## config.mk

```make
export PLATFORM = sky130hd
export DESIGN_NAME = serial_adder_seq
export DESIGN_NICKNAME = d
export VERILOG_FILES = /design/src/rtl/serial_adder_seq.sv
export SDC_FILE = /design/constraint.sdc
export NUM_CORES = 1
export LEC_CHECK = 0
export ABC_AREA = 1
export CORE_UTILIZATION = 35
export DETAILED_ROUTE_END_ITERATION = 12
export HOLD_SLACK_MARGIN = 0.12
export PLACE_DENSITY = 0.69
export SLEW_MARGIN = 10
export SYNTH_ARGS = -nofsm -noshare
export SYNTH_HDL_FRONTEND = slang
export SYNTH_SLANG_ARGS = --single-unit
export TNS_END_PERCENT = 30
```

## constraint.sdc

```tcl
create_clock -name clk -period 1.2 [get_ports clk]
set_input_delay 0.24 -clock clk [delete_from_list [all_inputs] [get_ports clk]]
set_output_delay 0.24 -clock clk [all_outputs]
set_load 0.01 [all_outputs]
```

## src/rtl/serial_adder_seq.sv

```systemverilog
// Bit-serial adder: one full adder (two half adders + OR) consumes operands
// LSB-first, one bit per clock, with the carry held in a flip-flop.
module serial_adder_seq #(
  parameter int WIDTH = 8
) (
  input  logic             clk,
  input  logic             rst_n,
  input  logic             in_valid,
  output logic             in_ready,
  input  logic [WIDTH-1:0] a_in,
  input  logic [WIDTH-1:0] b_in,
  input  logic             cin,
  output logic             out_valid,
  input  logic             out_ready,
  output logic [WIDTH-1:0] sum_out,
  output logic             carry_out,
  output logic             busy,
  output logic [1:0]       state_dbg_o
);

  // Handshakes: a transfer happens on a rising edge where valid && ready are
  // both high; valid never depends on ready, and ready is state-driven only.

  localparam int CW = (WIDTH > 1) ? $clog2(WIDTH) : 1;
  localparam logic [CW-1:0] CNT_LAST = CW'(WIDTH - 1);

  typedef enum logic [1:0] {
    S_IDLE = 2'd0,
    S_RUN  = 2'd1,
    S_DONE = 2'd2
  } state_e;

  state_e           state_q, state_d;
  logic [WIDTH-1:0] a_q, a_d;
  logic [WIDTH-1:0] b_q, b_d;
  logic [WIDTH-1:0] sum_q, sum_d;
  logic             carry_q, carry_d;
  logic [CW-1:0]    cnt_q, cnt_d;
  logic             live_q;

  logic ha0_s, ha0_c, ha1_s, ha1_c;

  assign ha0_s = a_q[0] ^ b_q[0];
  assign ha0_c = a_q[0] & b_q[0];
  assign ha1_s = ha0_s ^ carry_q;
  assign ha1_c = ha0_s & carry_q;

  // live_q keeps in_ready low until the first edge after reset release.
  assign in_ready    = live_q && (state_q == S_IDLE);
  assign out_valid   = (state_q == S_DONE);
  assign busy        = (state_q != S_IDLE);
  assign sum_out     = sum_q;
  assign carry_out   = carry_q;
  assign state_dbg_o = state_q;

  always_comb begin
    state_d = state_q;
    a_d     = a_q;
    b_d     = b_q;
    sum_d   = sum_q;
    carry_d = carry_q;
    cnt_d   = cnt_q;
    case (state_q)
      S_IDLE: begin
        if (in_valid && in_ready) begin
          a_d     = a_in;
          b_d     = b_in;
          carry_d = cin;
          cnt_d   = '0;
          state_d = S_RUN;
        end
      end
      S_RUN: begin
        sum_d   = {ha1_s, sum_q[WIDTH-1:1]};
        a_d     = a_q >> 1;
        b_d     = b_q >> 1;
        carry_d = ha0_c | ha1_c;
        // The edge that processes bit WIDTH-1 ends the op; counter holds.
        if (cnt_q == CNT_LAST) begin
          state_d = S_DONE;
        end else begin
          cnt_d = cnt_q + CW'(1);
        end
      end
      S_DONE: begin
        if (out_ready) begin
          state_d = S_IDLE;
        end
      end
      default: begin
        state_d = S_IDLE;
      end
    endcase
  end

  always_ff @(posedge clk or negedge rst_n) begin
    if (!rst_n) begin
      state_q <= S_IDLE;
      a_q     <= '0;
      b_q     <= '0;
      sum_q   <= '0;
      carry_q <= 1'b0;
      cnt_q   <= '0;
      live_q  <= 1'b0;
    end else begin
      state_q <= state_d;
      a_q     <= a_d;
      b_q     <= b_d;
      sum_q   <= sum_d;
      carry_q <= carry_d;
      cnt_q   <= cnt_d;
      live_q  <= 1'b1;
    end
  end

endmodule

```

* Word level (Yosys, flattened, before mapping)
Index checks and enable logic that the tools add are counted.
Word-level totals: output and inout port bits 14, input bits 21, logic and storage cells 41, register bits 31
Operators by class: reduce and logical (&&, ||, !) cells 8, bitwise logic cells 5, eq/ne operators 7, add/sub/neg operators 1, mux-type cells 13
Operators by type and width (number):
- $pmux W8 S2 | 2
- $mux W8 | 2
- $mux W2 | 3
- $mux W3 | 2
- $pmux W2 S3 | 1
- $pmux W3 S2 | 1
- $reduce_and A3 Y1 | 2
- $ne A2 B1 Y1 const B | 2
- $ne A2 B2 Y1 const B | 2
- $reduce_bool A2 Y1 | 2
- $add A3 B1 Y3 const B | 1
- $eq A3 B3 Y1 const B | 1
- $and A1 B1 Y1 | 2
- $eq A2 B1 Y1 const B | 1
- $eq A2 B2 Y1 const B | 1
- $logic_and A1 B1 Y1 | 2
- $logic_not A2 Y1 | 1
- $pmux W1 S2 | 1
- $reduce_and A2 Y1 | 1
- $xor A1 B1 Y1 | 2
- $mux W1 | 1
- $or A1 B1 Y1 | 1

* Longest topological paths before layout
depth after elaboration 5, gate-level depth with buffers 7, gate-level depth less buffers 7

* Worst setup path before layout
Ideal clock, no wire load.
kind register to output, start point reg state_q[0], in the netlist state_dbg_o[0], end point out in_ready, buffers on the path 0, arrival 0.937 ns, cell stages (with the launch flop) 4, slack 0.023 ns, data required time 0.960 ns, cell sequence dfrtp_1 -> nor2_2 -> inv_1 -> nor2_1
Between the ends: cells in the longest elaborated chain, start to end 2
RTL lines:
- start: declaration | RTL line 33 | state_e state_q, state_d;
- start signal: assignment | RTL line 106 | state_q <= state_d;
- $logic_not A2 Y1 | RTL line 49 | assign in_ready = live_q && (state_q == S_IDLE);
- $logic_and A1 B1 Y1 | RTL line 49
- end: declaration | RTL line 9 | output logic in_ready,
Every way passes these cells.

* Final worst setup path
start point reg state_q[0], in the netlist state_dbg_o[0], end point out state_dbg_o[0]
RTL lines:
- end: declaration | RTL line 18 | output logic [1:0] state_dbg_o
No word-level cell between the ends.

==> impl_metrics.yaml <==
critical_path:
  cpPeakStageDelay_ps: 410
  worstPathArrival_ps: 1090
  cp_common_cell: "buf_6"
  cp.required_ps: 960
  critPathTopFamily: "flip-flops"
  crit_chain: "buf_4 -> buf_6 -> buf_6"
  worst-path-buf-inv: 3
  endpoint_kind: "primary output"
  worstSetupPathType: "reg -> out"
  startpoint_type: "flip-flop"
  critPathSlowestCell: "dfrtp_1"
  path_max_fanout: 3
synthesis:
  yosys.area_share.adder_pct: 3.00
  synthTopCellsByArea: "dfrtp_1 (52%), nand2_1 (23%), nand3_1 (6.7%)"
  yosysTopAreaCell: "dfrtp_1"
  ys_top_cells_by_count: "nand2_1 (93), dfrtp_1 (31), nand3_1 (20)"
  yosysWarnings: 0
  synthArstFlopShare_pct: 100
  yosysMostFrequentCell: "nand2_1"
  synth-seq-cells: 31
  synth-edff-count: 0
  synth_compound_area_share_pct: 3.09
  yosysUniqueCellTypes: 20
  synthCells: 190
  synth_mux_area_share_pct: 0
  synth_top_family_by_area: "simple AND/OR/NAND/NOR gates"
  avgSynthCellArea_um2: 7.90
  yosys.area.top_type_share_pct: 51.7
  synth_xor_xnor_area_share_pct: 0
  syn_nets: 214
  synth_top_flop_cell: "dfrtp_1"
  ys_seq_area_share_pct: 51.7
  synth_area_um2: 1500
  yosys.area_share.simple_pct: 35.0
finish:
  fill_cells: 352
  syn_to_final_growth_pct: 60.9
  nets: 274
  drive_gt1_share_pct: 29.9
  antennaDiodeCount: 0
cts:
  clockBufferDepth: 2
  clk_latency_ps: 280
  clk_pin_slew_ps: 70
  cts-root-buf: "clkbuf_8"
  tritoncts: "built"
  cts-buffers-inserted: 5
  clkSinkCount: 31
  hold_buffers: 0
  h-tree-depth: 2
place:
  dp_hpwl_um: 2210
  io_buffers: 34
  dp_slack_ps: -261
  gp_routability_congestion: 0.759
pwr:
  p_seq_share_pct: 30.0
  switchingPower_w: 0.00219
  leakage_nw: 1.23
  irDropWorstVdd_uv: 1330
  p_int_w: 0.00355
  clkPwrFrac_pct: 15.7
  p_sw_share_pct: 38.1
  p_comb_share_pct: 54.2
  p_per_area_nw_per_um2: 2380
floorplan:
  ios: 35
  initial_core_util_pct: 37.0
  core_area_um2: 4060
  rows: 23
  die_w_um: 67.5
  die_h_um: 67.5
  dieArea_um2: 4550
routing:
  drc_errors: 0
  via_per_inst: 4.82
  firstDrtPassIters: 4
  wl_per_cell_um: 12.6
  detail-route-antenna-nets: 0
  routed_wl_um: 3800
  drt_iter0_markers: 88
  via_count: 1450
sta:
  rsz0062_at_grt: "yes"
  report.final.hold_viol_count: 0
  setup_viol: 35
  whs_ps: 314
  max_freq_mhz: 751
  post-route-period-util_pct: 111
  layout_min_cycle_time_ps: 1330
  worst_slack_ps: -131
  skew_ps: 5.50
  slew_violations: 0
grt:
  grt_pass1_wl_um: 5680
  grt_use_met2_pct: 26.6
  grtUsageMet1_pct: 21.6
  grt_overflow: 0
  antenna_found_initial: 0
  grt_pass1_vias: 1273
  grt_usage_pct: 17.0
  grt.busiest_layer: "met2"
  grt_max_degree: 32
  use_met3_pct: 5.57
run_status:
  status: "finished, violations left"
  violations: "negative setup slack"
hold_path:
  hp-class: "in -> async"
flow_run:
  drv_cap: 0
## logic make-up (layout without fill, tap and decap cells)
logic type,Yosys count,count (layout)
AOI/OAI and AO/OA,9,9
other,1,1
buffers and inverters,21,82
adders and majority gates,3,3
and+or+nand+nor,125,125
DFF,31,31
## sequential cells by signal, summed over array words and instances (netlist names)
name	cells
cnt_q	3
sum_out	8
b_q	8
a_q	8
carry_out	1
live_q	1
state_dbg_o	2
## layout by cell type, fill, tap and decap left out, drive strengths merged
| cell | count |
|---|---|
| o22ai | 1 |
| clkbuf | 14 |
| nand4 | 2 |
| nand3 | 21 |
| inv | 12 |
| buf | 29 |
| nand2 | 95 |
| clkdlybuf4s50 | 20 |
| ha | 2 |
| clkdlybuf4s15 | 7 |
| conb | 1 |
| nor2 | 7 |
| fa | 1 |
| dfrtp | 31 |
| o21ai | 8 |
## metal layers
layer | vias to the layer above | share of wire, %
li1 | 712 | -
met1 | 696 | 45
met2 | 34 | 49
met3 | 8 | 3.7
met4 | 0 | 1.8
met5 | - | 0
## final cells by class
class	instances	area (µm²)	share of cell area, %
Clock buffer	8	100	4.15
Tap cell	50	62.6	2.59
Timing Repair Buffer	62	693	28.7
Inverter	12	47.5	1.97
Sequential cell	31	776	32.1
Multi-Input combinational cell	138	734	30.4
## worst paths after layout
| check | start | to | slack [ps] | depth (start not counted) |
|---|---|---|---|---|
| worst max-delay path | state_dbg_o[0] | state_dbg_o[0] | -130 | 3 |
| worst min-delay path | rst_n | cnt_q[2] | 310 | 2 |
| worst max register to register | state_dbg_o[0] | a_q[6] | -100 | 9 |
| worst min register to register | sum_out[0] | sum_out[0] | 480 | 2 |
| max in group asynchronous | rst_n | sum_out[0] | 710 | 2 |
| min in group clk | sum_out[0] | sum_out[0] | 480 | 2 |
## power by group through the flow
| stage | Combinational (W) | Sequential (W) | Clock [W] |
|---|---|---|---|
| finish | 0.00311 | 0.00172 | 0.000902 |
| global route | 0.00347 | 0.00177 | 0.000973 |
| CTS | 0.00244 | 0.00171 | 0.000921 |
| detailed placement | 0.00243 | 0.00173 | 0 |
| global placement | 0.00239 | 0.00171 | 0 |
| floorplan | 0.00134 | 0.00177 | 0 |
## stage by stage
step                cells  area, µm²  utilization [%]  total power [W]  setup TNS, ps
global placement      283       2040             50.3          0.00409          -2480
detailed placement    283       2040             50.3          0.00416          -2980
CTS                   294       2170             53.5          0.00507          -1360
floorplan             190       1500                -          0.00310              0
global route          301       2410             59.5          0.00622          -5010
finish                301       2410             59.5          0.00574          -2480
## repair_timing
action,CTS,global route
resized for setup,43,46
setup buffers,4,4
cloned,0,4
pin swaps,2,18
setup endpoints to repair,22,42
Power figures use the tool's default switching activity.
